===== src/rtl/vx_barrier_pkg.sv =====
// vx_barrier_pkg: shared barrier widths, request struct and controller state encoding.
// Used by the barrier controller and the warp-control path. Defines no ports.
package vx_barrier_pkg;
    localparam int VX_NUM_WARPS    = 4;
    localparam int VX_NUM_BARRIERS = 4;
    localparam int VX_NW_BITS      = $clog2(VX_NUM_WARPS);
    localparam int VX_NB_BITS      = $clog2(VX_NUM_BARRIERS);
    typedef struct packed {
        logic [VX_NW_BITS-1:0] wid;
        logic [VX_NB_BITS-1:0] bar_id;
        logic [VX_NW_BITS-1:0] size_m1;
    } bar_req_t;
    typedef enum logic {BAR_IDLE, BAR_REL} bar_state_e;
endpackage


===== src/rtl/vx_barrier_slot.sv =====
// vx_barrier_slot: one barrier's arrival mask, arrival count and latched size.
// Ports: arrive_i/wid_i/size_m1_i present an arrival, kill_i/kill_wid_i remove a
// warp, mask_o shows waiting warps, complete_o flags the arrival that completes
// the barrier (the slot self-clears), err_o flags a duplicate or size mismatch.
module vx_barrier_slot #(
    parameter int NUM_WARPS = 4,
    parameter int NW_BITS   = $clog2(NUM_WARPS)
) (
    input  logic                 clk,
    input  logic                 reset,
    input  logic                 arrive_i,
    input  logic [NW_BITS-1:0]   wid_i,
    input  logic [NW_BITS-1:0]   size_m1_i,
    input  logic                 kill_i,
    input  logic [NW_BITS-1:0]   kill_wid_i,
    output logic [NUM_WARPS-1:0] mask_o,
    output logic                 complete_o,
    output logic                 err_o
);
    logic [NUM_WARPS-1:0] mask_q, mask_d;
    logic [NW_BITS-1:0]   cnt_q, cnt_d, size_q, size_d;
    logic                 dup, first, take, killed;

    assign dup        = mask_q[wid_i];
    assign first      = cnt_q == '0;
    assign take       = arrive_i && !dup;
    // The first arrival defines the barrier size; later ones are held to it.
    assign complete_o = take && cnt_q == (first ? size_m1_i : size_q);
    assign err_o      = arrive_i && (dup || (!first && size_m1_i != size_q));
    assign killed     = kill_i && mask_q[kill_wid_i];
    assign mask_o     = mask_q;

    always_comb begin
        mask_d = mask_q;
        cnt_d  = cnt_q;
        size_d = (take && first) ? size_m1_i : size_q;
        if (complete_o) begin
            mask_d = '0;
            cnt_d  = '0;
        end else if (take) begin
            mask_d[wid_i] = 1'b1;
            cnt_d         = cnt_q + NW_BITS'(1);
        end
        // A killed waiter leaves the count; on completion the slot is already empty.
        if (killed) begin
            mask_d[kill_wid_i] = 1'b0;
            cnt_d              = complete_o ? '0 : cnt_d - NW_BITS'(1);
        end
    end

    always_ff @(posedge clk) begin
        if (reset) begin
            mask_q <= '0;
            cnt_q  <= '0;
            size_q <= '0;
        end else begin
            mask_q <= mask_d;
            cnt_q  <= cnt_d;
            size_q <= size_d;
        end
    end
endmodule


===== src/rtl/vx_barrier_ctl.sv =====
// vx_barrier_ctl: per-core warp barrier controller with handshaked release.
// Ports: req_* barrier arrivals (accepted when req_ready), kill_* warp removal,
// stall_mask warps held (pending release included), rel_* release handshake,
// err_dup one-cycle duplicate/size-mismatch pulse, busy any barrier activity.
module vx_barrier_ctl
    import vx_barrier_pkg::*;
#(
    parameter int NUM_WARPS    = VX_NUM_WARPS,
    parameter int NUM_BARRIERS = VX_NUM_BARRIERS,
    parameter int NW_BITS      = $clog2(NUM_WARPS),
    parameter int NB_BITS      = $clog2(NUM_BARRIERS)
) (
    input  logic                 clk,
    input  logic                 reset,
    input  logic                 req_valid,
    output logic                 req_ready,
    input  logic [NW_BITS-1:0]   req_wid,
    input  logic [NB_BITS-1:0]   req_bar_id,
    input  logic [NW_BITS-1:0]   req_size_m1,
    input  logic                 kill_valid,
    input  logic [NW_BITS-1:0]   kill_wid,
    output logic [NUM_WARPS-1:0] stall_mask,
    output logic                 rel_valid,
    input  logic                 rel_ready,
    output logic [NUM_WARPS-1:0] rel_mask,
    output logic [NB_BITS-1:0]   rel_bar_id,
    output logic                 err_dup,
    output logic                 busy
);
    bar_state_e                             state_q, state_d;
    logic [NUM_WARPS-1:0]                   rel_mask_q, rel_mask_d;
    logic [NB_BITS-1:0]                     rel_bar_q, rel_bar_d;
    logic                                   err_q;
    logic [NUM_BARRIERS-1:0][NUM_WARPS-1:0] masks;
    logic [NUM_BARRIERS-1:0]                done, errs;
    logic [NUM_WARPS-1:0]                   held, kill_clr, arr_bit;
    logic                                   arr;

    // A kill of the arriving warp in the same cycle discards the arrival.
    assign arr      = req_valid && req_ready && !(kill_valid && kill_wid == req_wid);
    assign arr_bit  = NUM_WARPS'(1) << req_wid;
    assign kill_clr = kill_valid ? ~(NUM_WARPS'(1) << kill_wid) : '1;

    for (genvar g = 0; g < NUM_BARRIERS; g++) begin : g_slot
        vx_barrier_slot #(.NUM_WARPS(NUM_WARPS), .NW_BITS(NW_BITS)) u_slot (
            .clk       (clk),
            .reset     (reset),
            .arrive_i  (arr && req_bar_id == NB_BITS'(g)),
            .wid_i     (req_wid),
            .size_m1_i (req_size_m1),
            .kill_i    (kill_valid),
            .kill_wid_i(kill_wid),
            .mask_o    (masks[g]),
            .complete_o(done[g]),
            .err_o     (errs[g])
        );
    end

    always_comb begin
        held = '0;
        for (int b = 0; b < NUM_BARRIERS; b++) held |= masks[b];
    end

    always_comb begin
        state_d    = state_q;
        rel_mask_d = rel_mask_q & kill_clr;
        rel_bar_d  = rel_bar_q;
        if (state_q == BAR_IDLE && |done) begin
            state_d    = BAR_REL;
            rel_mask_d = (masks[req_bar_id] | arr_bit) & kill_clr;
            rel_bar_d  = req_bar_id;
        end else if (state_q == BAR_REL && rel_ready) begin
            state_d    = BAR_IDLE;
            rel_mask_d = '0;
        end
    end

    always_ff @(posedge clk) begin
        if (reset) begin
            state_q    <= BAR_IDLE;
            rel_mask_q <= '0;
            rel_bar_q  <= '0;
            err_q      <= 1'b0;
        end else begin
            state_q    <= state_d;
            rel_mask_q <= rel_mask_d;
            rel_bar_q  <= rel_bar_d;
            err_q      <= |errs;
        end
    end

    assign req_ready  = state_q == BAR_IDLE;
    assign rel_valid  = state_q == BAR_REL;
    assign rel_mask   = rel_mask_q;
    assign rel_bar_id = rel_bar_q;
    assign err_dup    = err_q;
    assign stall_mask = held | (rel_valid ? rel_mask_q : '0);
    assign busy       = |held || rel_valid;
endmodule


===== config.mk =====
export PLATFORM = sky130hd
export DESIGN_NAME = vx_barrier_ctl
export DESIGN_NICKNAME = d
export VERILOG_FILES = /design/src/rtl/vx_barrier_pkg.sv /design/src/rtl/vx_barrier_slot.sv /design/src/rtl/vx_barrier_ctl.sv
export SDC_FILE = /design/constraint.sdc
export NUM_CORES = 1
export LEC_CHECK = 0
export ABC_AREA = 1
export CORE_MARGIN = 10
export CORE_UTILIZATION = 55
export CTS_CLUSTER_SIZE = 16
export DETAILED_ROUTE_END_ITERATION = 8
export DONT_BUFFER_PORTS = 1
export PLACE_DENSITY = 0.78
export SLEW_MARGIN = 20
export SYNTH_ARGS = -nofsm -noshare
export SYNTH_HDL_FRONTEND = slang
export SYNTH_SLANG_ARGS = --single-unit

===== constraint.sdc =====
create_clock -name clk -period 1.95 [get_ports clk]
set_input_delay 0.39 -clock clk [delete_from_list [all_inputs] [get_ports clk]]
set_output_delay 0.39 -clock clk [all_outputs]
set_load 0.03 [all_outputs]

==> out/qor.csv <==
stage;metric;value;unit
finish;drive_gt1_share;17.24;%
critical_path;path_delay_family;simple AND/OR/NAND/NOR gates;
critical_path;path_cells;nor4_2, nand3_1, nand3b_1;
clocking;cts_made_buffers;5;
timing;drv_slew;0;
finish;antennaDiodeCount;0;
clocking;cts_max_level;2;
timing;fmax;528.0;MHz
critical_path;worstSetupStartpointType;register;
power_and_ir_drop;vdd_drop_max;0.4200;mV
critical_path;reg2reg_slack;160;ps
power_and_ir_drop;p_sw_share;32.08;%
clocking;cts_buffer_depth;2;
timing;setup_violations;0;
critical_path;ff2ff_path_depth;10;
logic_synthesis;yosys_warnings;0;
timing;hold_ws;139.9;ps
critical_path;reg2reg_to;rel_valid;
power_and_ir_drop;pwr-share-clk;35.0;%
worst_hold_path;hold_path_end;rel_mask[2];
worst_hold_path;holdPathStages;1;
logic_synthesis;seq_area_frac_synth;28.66;%
critical_path;worstSetupEndpointType;output port;
detailed_routing;wl_per_cell;15.78;um
timing;min_period;1894;ps
global_routing;grt_start_max_net_pins;17;
placed_design;dp_hpwl;5861;um
logic_synthesis;postSynthNetCount;431;
logic_synthesis;synthTopCellsByArea;dfxtp_1 (29%), nand2_1 (15%), a21oi_1 (7.5%);
detailed_routing;dr.pass1.iters;6;
logic_synthesis;yosysTopAreaCellShare;28.66;%
logic_synthesis;syn-cell-area;2794;um^2
global_routing;antenna_found_initial;0;
critical_path;cp.required;1560;ps
logic_synthesis;synth_seq_cells;40;
critical_path;crit_type;register to output port;
logic_synthesis;postSynth.asyncResetShare;0;%
critical_path;r2r-start;g_slot[1].u_slot.cnt_q[0];
floorplan;num_rows;25;
critical_path;cp.arrival;1500;ps
global_routing;grt.total_usage;18.90;%
worst_hold_path;hold_start;reset;
power_and_ir_drop;combPwrFrac;22.3;%
critical_path;critPathMaxFanout;2;
detailed_routing;num_vias;2939;
run;max_cap_violations;0;
timing;rsz0062_at_grt;yes;
logic_synthesis;synth_ff_type;dfxtp_1;
global_routing;grt_pass1_wl;13250;um
timing;fin_worst_skew;13.29;ps
floorplan;core-area;4817;um^2
placed_design;gp_congestion;1.024;
logic_synthesis;netlist_instances;414;
logic_synthesis;synth_edf_count;0;
detailed_routing;drtIter0Drc;295;
timing;hold_viol;0;
floorplan;die_y;91.28;um
clocking;root_buffer;clkbuf_8;
timing;min_period_over_period;97.13;%
clocking;clock_sinks;40;
global_routing;gr-total-overflow;0;
critical_path;max_stage_delay;380;ps
clocking;cts_tree;yes;
finish;syn_to_final_growth;13.21;%
critical_path;crit_start;g_slot[2].u_slot.mask_o[2];
global_routing;grt_pass1_vias;2720;
critical_path;path_buf_inv;0;
power_and_ir_drop;p_leak;1.405;nW
power_and_ir_drop;powerDensity;667.2;nW/um^2
worst_hold_path;hold_path.class;input pin to register;
power_and_ir_drop;p_int;1.433;mW
logic_synthesis;yosysTopAreaCell;dfxtp_1;
power_and_ir_drop;seqPwrFrac;42.7;%
clocking;clock_latency;300;ps
placed_design;port_buffers;0;
floorplan;die-area;8331;um^2
finish;fin_nets;451;
finish;final_core_util;65.66;%
floorplan;io_pins;27;
detailed_routing;wl;7922;um
logic_synthesis;synth_area_per_cell;6.749;um^2
detailed_routing;ant_nets;0;
detailed_routing;routed_via_density;5.855;
timing;slew_headroom;59.75;%
logic_synthesis;synthDistinctLibCells;35;
finish;fin_cells;502;
clocking;clkSlewWorstSetupHoldPaths;90;ps
outcome;status;finished clean;
placed_design;placed_cells_incl_taps;493;
detailed_routing;drc;0;
critical_path;slowest_stage;nor4_2;
power_and_ir_drop;switchingPower;0.6770;mW
timing;worst_slew_pin_slew;603.1;ps
floorplan;dieWidth;91.28;um
floorplan;initial_core_util;58.00;%
-- worst register-to-register path, stage by stage, from the launching register on --
cell     delay (ps)
dfxtp_1         370
inv_1            70
ha_1            250
o21ai_1         180
xor2_1          190
nor2_2           80
nand2_4          90
nand2_4          80
nor2_4          190
buf_4           140
a21oi_1          50
-- registers in the layout, indices dropped and copies added, names as in the netlist --
register / flops
err_dup: 1
g_slot.u_slot.cnt_q: 8
g_slot.u_slot.mask_o: 16
g_slot.u_slot.size_q: 8
rel_bar_id: 2
rel_mask: 4
rel_valid: 1
-- stage by stage --
| step | setup WS (ps) | cell area, um^2 | total power [mW] | setup TNS, ps |
|---|---|---|---|---|
| 2_1_floorplan | 208.5 | 2794 | 1.269 | 0 |
| 3_3_place_gp | 94.11 | 2980 | 1.356 | 0 |
| 3_5_place_dp | 24.96 | 2980 | 1.364 | 0 |
| 4_1_cts | 1.515 | 3120 | 2.088 | 0 |
| 5_1_grt | -27.92 | 3163 | 2.208 | -27.92 |
| 6_report | 56.04 | 3163 | 2.110 | 0 |
-- cell usage after synthesis (all sizes together), types with 4 or more instances --
cell type  number
dfxtp          40
nand2         123
xor2           18
nor4            4
o21ai          30
buf             4
a22oi          10
a211oi         20
inv            50
a21oi          44
nand3          23
ha              4
nor2           32
-- cell type report --
cell class	count	area [um^2]
multi-input cells	319	1833
fillers	458	1654
flip-flops and latches	40	802.0
inverters	50	187.7
repair buffers	18	135.1
well taps	67	83.83
clock buffers	6	82.58
clock inverters	2	38.79
-- worst max path at each step --
stage	endpoint	depth (start not counted)
final	busy	3
after global routing	rel_mask[0]	10
after CTS	busy	2
after detailed placement	rel_mask[0]	10
after global placement	rel_mask[2]	10
after floorplan	rel_mask[0]	10
-- logic make-up (layout without fill, tap and decap cells) --
family,count (synthesis),count (layout),share of synthesized area (%)
flip-flops,40,40,28.66
AO/OA/AOI/OAI,109,109,22.93
XOR/XNOR,18,18,5.643
adder cells (fa/ha/maj),4,4,1.791
AND/OR/NAND/NOR,188,188,33.36
buffers and inverters,55,76,7.613
-- repair_timing --
item | in CTS | in global routing
setup endpoints to repair | 2 | 20
gates cloned | 0 | 0
gates resized for setup | 3 | 17
setup buffers | 0 | 1
hold buffers | 0 | 0
pin swaps | 0 | 4
-- per-layer routing --
layer / track usage [%] / part of all wire (%)
met1: 24.56 / 43
met2: 29.47 / 45
met5: 0 / 0
met3: 3.868 / 8.8
met4: 8.225 / 3.7
-- placed cells by master (no fill, tap or decap), types with 2 or more instances in the layout --
cell type,count
nand3_1,18
a211oi_1,20
nor2_8,2
nor2_4,5
buf_4,18
o21bai_1,3
clkbuf_8,6
nor2_2,5
xor2_1,18
nor4_2,3
a22oi_1,10
ha_1,2
nand2_4,4
a21oi_1,42
nand2_1,114
nand2_2,5
a21oi_2,2
dfxtp_1,39
nor2_1,20
ha_2,2
nand3_4,2
o21ai_0,17
nand3_2,3
inv_1,41
inv_2,9
o21ai_1,10
o21ai_2,3
-- power groups by stage --
stage | logic, mW | clock network [mW] | registers [mW]
after floorplan | 0.350 | 0 | 0.919
after global placement | 0.439 | 0 | 0.917
after detailed placement | 0.446 | 0 | 0.918
after CTS | 0.449 | 0.739 | 0.900
after global routing | 0.525 | 0.777 | 0.906
final | 0.470 | 0.739 | 0.901
Power figures use the tool's default switching activity.
